<file path="config.mk">
export PLATFORM = sky130hd
export DESIGN_NAME = matrix_scan_controller
export DESIGN_NICKNAME = d
export VERILOG_FILES = /design/src/rtl/matrix_pkg.sv /design/src/rtl/tick_prescaler.sv /design/src/rtl/matrix_scan_controller.sv
export SDC_FILE = /design/constraint.sdc
export NUM_CORES = 1
export LEC_CHECK = 0
export BUFFER_PORTS_ARGS = -buffer_cell sky130_fd_sc_hd__buf_4
export CORE_ASPECT_RATIO = 0.9
export CORE_MARGIN = 2
export CORE_UTILIZATION = 30
export DETAILED_ROUTE_END_ITERATION = 7
export PLACE_DENSITY = 0.46
export SYNTH_ARGS = -nofsm -noshare
export SYNTH_HDL_FRONTEND = slang
export SYNTH_SLANG_ARGS = --single-unit
</file>
<file path="constraint.sdc">
create_clock -name clock -period 6.8 [get_ports clock]
set_clock_uncertainty 0.15 [all_clocks]
set_input_delay 0.34 -clock clock [delete_from_list [all_inputs] [get_ports clock]]
set_output_delay 0.34 -clock clock [all_outputs]
set_load 0.02 [all_outputs]
</file>
<file path="src/rtl/matrix_pkg.sv">
// Shared constants, scan state encoding and frame slicing helper for the
// 5x7 LED matrix scan controller.
package matrix_pkg;

    localparam int MATRIX_COLUMNS = 5;
    localparam int MATRIX_ROWS    = 7;
    localparam int FRAME_BITS     = 35;

    typedef enum logic [1:0] {
        SCAN_OFF   = 2'd0,
        SCAN_BLANK = 2'd1,
        SCAN_DRIVE = 2'd2
    } scan_state_t;

    // Column c of a frame occupies bits [7c+6:7c], bit 7c being row 0.
    function automatic logic [MATRIX_ROWS-1:0] column_slice(
        input logic [FRAME_BITS-1:0] frame,
        input logic [2:0]            col
    );
        column_slice = frame[int'(col)*MATRIX_ROWS +: MATRIX_ROWS];
    endfunction

endpackage

</file>
<file path="src/rtl/tick_prescaler.sv">
// Free-running prescaler producing a one-cycle enable pulse every DIVIDE cycles;
// clear holds it at zero so a restarted scan always begins a fresh period.
module tick_prescaler #(
    parameter int DIVIDE = 2500
) (
    input  logic clock,
    input  logic reset_n,
    input  logic clear,
    output logic tick
);

    localparam int CW = (DIVIDE > 1) ? $clog2(DIVIDE) : 1;
    localparam logic [CW-1:0] LAST = CW'(DIVIDE - 1);

    logic [CW-1:0] r_count;

    always_ff @(posedge clock or negedge reset_n) begin
        if (!reset_n) begin
            r_count <= '0;
        end else if (clear || (r_count == LAST)) begin
            r_count <= '0;
        end else begin
            r_count <= r_count + CW'(1);
        end
    end

    assign tick = (r_count == LAST);

endmodule

</file>
<file path="src/rtl/matrix_scan_controller.sv">
// Time-multiplexed 5x7 LED matrix scanner: blank then drive each column, with a
// shadow frame that is only replaced at frame boundaries or while scanning is off.
module matrix_scan_controller
    import matrix_pkg::*;
#(
    parameter int DIVIDE      = 2500,
    parameter int BLANK_TICKS = 1,
    parameter int ON_TICKS    = 9
) (
    input  logic                      clock,
    input  logic                      reset_n,
    input  logic                      enable,
    input  logic [FRAME_BITS-1:0]     frame_in,
    input  logic                      update_req,
    output logic                      update_ack,
    output logic [MATRIX_COLUMNS-1:0] matrix_col_n,
    output logic [MATRIX_ROWS-1:0]    matrix_row,
    output logic [2:0]                column_index,
    output logic                      frame_start,
    output scan_state_t               dbg_state
);

    localparam int PHASE_MAX = (BLANK_TICKS > ON_TICKS) ? BLANK_TICKS : ON_TICKS;
    localparam int PW = (PHASE_MAX > 1) ? $clog2(PHASE_MAX) : 1;
    localparam logic [2:0] LAST_COL = 3'(MATRIX_COLUMNS - 1);

    scan_state_t               r_state, w_state_next;
    logic [PW-1:0]             r_phase, w_phase_next;
    logic [2:0]                r_col, w_col_next;
    logic [MATRIX_COLUMNS-1:0] r_col_n, w_col_n_next;
    logic [MATRIX_ROWS-1:0]    r_row, w_row_next;
    logic [FRAME_BITS-1:0]     r_shadow;
    logic                      r_armed, r_ack, r_frame_start;
    logic                      w_clear, w_tick, w_phase_done, w_wrap, w_accept;

    assign w_clear = ~enable;

    tick_prescaler #(.DIVIDE(DIVIDE)) u_prescaler (
        .clock   (clock),
        .reset_n (reset_n),
        .clear   (w_clear),
        .tick    (w_tick)
    );

    assign w_phase_done = w_tick && (r_phase == ((r_state == SCAN_BLANK) ?
                          PW'(BLANK_TICKS - 1) : PW'(ON_TICKS - 1)));
    assign w_wrap       = enable && (r_state == SCAN_DRIVE) && w_phase_done &&
                          (r_col == LAST_COL);
    // Disabled-path accepts need the FSM to already sit in SCAN_OFF, so a disable
    // coinciding with the wrap edge defers the load to the following edge.
    assign w_accept     = update_req && r_armed &&
                          (w_wrap || ((r_state == SCAN_OFF) && !enable));

    always_comb begin
        w_state_next = r_state;
        w_phase_next = r_phase;
        w_col_next   = r_col;
        if (!enable) begin
            w_state_next = SCAN_OFF;
            w_phase_next = '0;
            w_col_next   = '0;
        end else begin
            case (r_state)
                SCAN_OFF: begin
                    w_state_next = SCAN_BLANK;
                    w_phase_next = '0;
                    w_col_next   = '0;
                end
                SCAN_BLANK: begin
                    if (w_phase_done) begin
                        w_state_next = SCAN_DRIVE;
                        w_phase_next = '0;
                    end else if (w_tick) begin
                        w_phase_next = r_phase + PW'(1);
                    end
                end
                SCAN_DRIVE: begin
                    if (w_phase_done) begin
                        w_state_next = SCAN_BLANK;
                        w_phase_next = '0;
                        w_col_next   = (r_col == LAST_COL) ? 3'd0 : r_col + 3'd1;
                    end else if (w_tick) begin
                        w_phase_next = r_phase + PW'(1);
                    end
                end
                default: begin
                    w_state_next = SCAN_OFF;
                    w_phase_next = '0;
                    w_col_next   = '0;
                end
            endcase
        end
    end

    // Pin values are decoded from the next state so they switch on the same edge.
    always_comb begin
        w_col_n_next = '1;
        w_row_next   = '0;
        if (w_state_next == SCAN_DRIVE) begin
            w_col_n_next = ~(MATRIX_COLUMNS'(1) << w_col_next);
            w_row_next   = column_slice(r_shadow, w_col_next);
        end
    end

    always_ff @(posedge clock or negedge reset_n) begin
        if (!reset_n) begin
            r_state <= SCAN_BLANK;
            r_phase <= '0;
            r_col   <= '0;
            r_col_n <= '1;
            r_row   <= '0;
        end else begin
            r_state <= w_state_next;
            r_phase <= w_phase_next;
            r_col   <= w_col_next;
            r_col_n <= w_col_n_next;
            r_row   <= w_row_next;
        end
    end

    // A request must be seen low once after each ack before it can be accepted again.
    always_ff @(posedge clock or negedge reset_n) begin
        if (!reset_n) begin
            r_shadow      <= '0;
            r_armed       <= 1'b0;
            r_ack         <= 1'b0;
            r_frame_start <= 1'b0;
        end else begin
            r_ack         <= w_accept;
            r_frame_start <= w_wrap;
            if (w_accept) begin
                r_shadow <= frame_in;
                r_armed  <= 1'b0;
            end else if (!update_req) begin
                r_armed  <= 1'b1;
            end
        end
    end

    assign update_ack   = r_ack;
    assign frame_start  = r_frame_start;
    assign matrix_col_n = r_col_n;
    assign matrix_row   = r_row;
    assign column_index = r_col;
    assign dbg_state    = r_state;

endmodule

</file>
==> summary.md <==
| Metric | Value |
|---|---|
| Gr ovfl total | 0 |
| Netlist cell types | 42 |
| Layout area overhead | 24.2% |
| Actual slew at the worst max-slew pin | 925 ps |
| Crit path launch type | flip-flop |
| Crit Path Category | flip-flop to flip-flop |
| Top cells by area, synth | dfrtp_1 (49%), mux2_2 (12%), dfstp_2 (4.8%) |
| Slew headroom | 38.3% |
| Post-synth EDFFs | 0 |
| First-pass GRT wire length | 12.0 mm |
| CP required | 6900 ps |
| Fmax achieved | 302 MHz |
| Vias | 2174 |
| Seq/Total Area, Yosys | 54.2% |
| Final setup vio count | 0 |
| WP data arrival | 3420 ps |
| Post-synth top area cell | dfrtp_1 |
| Final Hold Violating Endpoints | 2 |
| # clock sinks | 71 |
| Post-route cell area | 0.00409 mm^2 |
| Final nets | 378 |
| Most common cell in the synthesized netlist | dfrtp_1 |
| Number of remaining DRC errors | 0 |
| CTS tree | built |
| Post-CTS setup buffers | 0 |
| GPL Wtd Cong | 0.767 |
| CP Depth | 9 |
| Placed Area | 0.00382 mm^2 |
| Num ports | 58 |
| Top cell type's share of synthesized area | 49.4% |
| Max-cap violations | 0 |
| Worst path top cell family by delay | simple AND/OR/NAND/NOR gates |
| Reg clk slew, reported paths | 60 ps |
| Die Width | 114 um |
| CP bufs+invs | 1 |
| Row count | 36 |
| Initial DRC Count | 85 |
| Clk_lat worst skew | 330 ps |
| Status | finished with violations |
| Largest stage delay, worst path | 600 ps |
| Violated checks | hold timing |
| Cells along the critical path | ha_1, xor2_1, and3b_1, nand2_4, a21oi_2, o22a_1, inv_4, nor4b_4, a32o_1 |
| First-pass DRT Iterations | 4 |
| PwrDens | 251 mW/mm^2 |
| Largest net degree at the start of global routing | 72 |
| Drt total wl | 7.22 mm |
| R2r startpoint | dbg_state[0]$_DFF_PN1_ |
| Synthesized area per cell | 12.1 um^2 |
| Syn Std Cell Area | 0.00329 mm^2 |
| CP max stage cell | nor4b_4 |
| RSZ-0062 raised after global routing | no |
| Worst Setup SP | dbg_state[0]$_DFF_PN1_ |
| Setup TNS Final | 0 ps |
| N_diodes | 0 |
| Tot Pwr | 1.03 mW |
| Dpl hpwl | 4.99 mm |
| Num CTS Buffers | 9 |
| # H-tree levels | 3 |
| Via-to-Cell Ratio | 4.65 |
| ANT nets after route | 0 |
| Routed len/inst | 15.4 um |
| CP endpoint | matrix_row[5]$_DFF_PN0_ |
| Synth cell count leaders | dfrtp_1 (65), mux2_2 (35), nand2_1 (25), nor2_1 (18), mux2i_1 (15) |
| Reg2Reg Depth | 9 |
| Synth async-reset ratio | 100% |
| FF-to-FF setup slack | 3490 ps |
| GRT Total Usage | 13.4% |
| Crit end category | flip-flop |
| Port bufs | 57 |
| Synth Warn # | 0 |
| Layout cells sized above 1 | 37.0% |
| Period utilization | 48.7% |
| Final Max Slew Viols | 0 |
| Peak supply drop | 0.114 mV |
| Main synth FF type | dfrtp_1 |
| Chip Height | 103 um |
| Mapped Cells | 272 |
| Die area | 0.0118 mm^2 |
| # hold bufs at CTS | 0 |
| Max Root-Sink Buffers | 2 |
| Synthesized Nets | 320 |
| Worst hold slack | -1.77 ps |
| Hold crit path type | primary input to async pin |
| Min Tclk post-route | 3310 ps |
| Synth Register Bits | 71 |
| Utilization after layout | 37.9% |
| Area of the core | 0.0108 mm^2 |
| Post-CTS resize count | 0 |
| Vias in the first global route | 2344 |
| Reg-to-reg critical path endpoint | matrix_row[5]$_DFF_PN0_ |
| Pleak | 1.81 nW |
| CTS Root Cell | clkbuf_16 |
| Initial Util | 30.6% |
| CP max FO | 11 |
| Initial antenna violation count | 0 |
==> report_power, final <==
part / leakage (nW) / internal, mW / switching [mW] / total [mW]
clock: 0.129 / 0.247 / 0.174 / 0.420
sequential: 0.891 / 0.472 / 0.0312 / 0.504
combinational: 0.788 / 0.0622 / 0.0399 / 0.102
total: 1.81 / 0.781 / 0.245 / 1.03
==> layout by cell type (no fill, tap or decap), types with 3 or more instances in the layout <==
| master | netlist | routed |
|---|---|---|
| o21ai_0 | 6 | 6 |
| clkbuf_16 | 0 | 9 |
| dfrtp_1 | 65 | 65 |
| nand3_1 | 14 | 14 |
| a32o_1 | 7 | 7 |
| nand2_1 | 25 | 25 |
| and3_1 | 4 | 4 |
| a21oi_1 | 5 | 5 |
| ha_1 | 9 | 9 |
| dfstp_2 | 6 | 6 |
| mux2i_1 | 15 | 15 |
| inv_1 | 12 | 12 |
| buf_4 | 4 | 58 |
| mux2_2 | 35 | 35 |
| nand4_1 | 3 | 3 |
| nor2_1 | 18 | 18 |
| xor2_1 | 8 | 8 |
| xnor2_1 | 3 | 3 |
==> layer usage <==
layer / share of wire [%] / routed length (um) / track usage (%)
met1: 46 / 3320 / 16.7
met2: 49 / 3550 / 22.9
met3: 4.2 / 300 / 4.08
met4: 0.71 / 51 / 3.94
met5: 0 / 0 / 0
==> logic make-up (layout without fill, tap and decap cells) <==
| group | count (synthesis) | in the layout | synth area share [%] |
|---|---|---|---|
| fa+ha+maj | 9 | 9 | 3.42 |
| simple gates | 81 | 81 | 13.5 |
| mux | 50 | 50 | 16.5 |
| compound gates | 25 | 25 | 5.48 |
| flops | 71 | 71 | 54.2 |
| buf+inv | 25 | 88 | 3.92 |
| xor+xnor | 11 | 11 | 2.93 |
==> sequential cells by signal, summed over array words and instances, names as in the netlist <==
signal	flops
matrix_row	7
matrix_col_n	5
u_prescaler.r_count	12
column_index	3
r_phase	4
update_ack	1
r_armed	1
dbg_state	2
frame_start	1
r_shadow	35
==> area by class of cell <==
type                       instances  area, um^2
tap                              133         166
sequential                        71        1780
timing repair buffer              58         435
clock inverter                     5        35.0
clock buffer                      11         233
fill                            1056        6680
inverter                          14        55.1
multi-input combinational        176        1380
==> stage by stage <==
stage,setup slack (ps),std cells,hold slack (ps)
5_1_grt,3220,468,79.0
3_5_place_dp,3470,452,321
2_1_floorplan,3970,272,-106
6_report,3490,468,-1.77
3_3_place_gp,3570,452,326
4_1_cts,3470,468,42.9
==> how the worst min path moves through the flow <==
stage	end	start	slack, ps
after floorplan	column_index[0]$_DFF_PN0_	reset_n	-110
after global placement	matrix_row[6]$_DFF_PN0_	r_shadow[34]$_DFFE_PN0P_	330
after detailed placement	u_prescaler.r_count[0]$_DFF_PN0_	u_prescaler.r_count[0]$_DFF_PN0_	320
after CTS	r_shadow[8]$_DFFE_PN0P_	reset_n	40
after global routing	r_shadow[21]$_DFFE_PN0P_	frame_in[21]	80
final	frame_start$_DFF_PN0_	reset_n	-2
==> worst reg2reg max path, delay by kind of cell, from the launching register on <==
family	cells	cell delay [ps]
XOR/XNOR	1	210
AO/OA/AOI/OAI	3	840
adder cells (fa/ha/maj)	1	280
AND/OR/NAND/NOR	3	1050
buffers and inverters	1	170
flip-flops	1	560
Note: power is estimated with default switching activity, not from simulation.
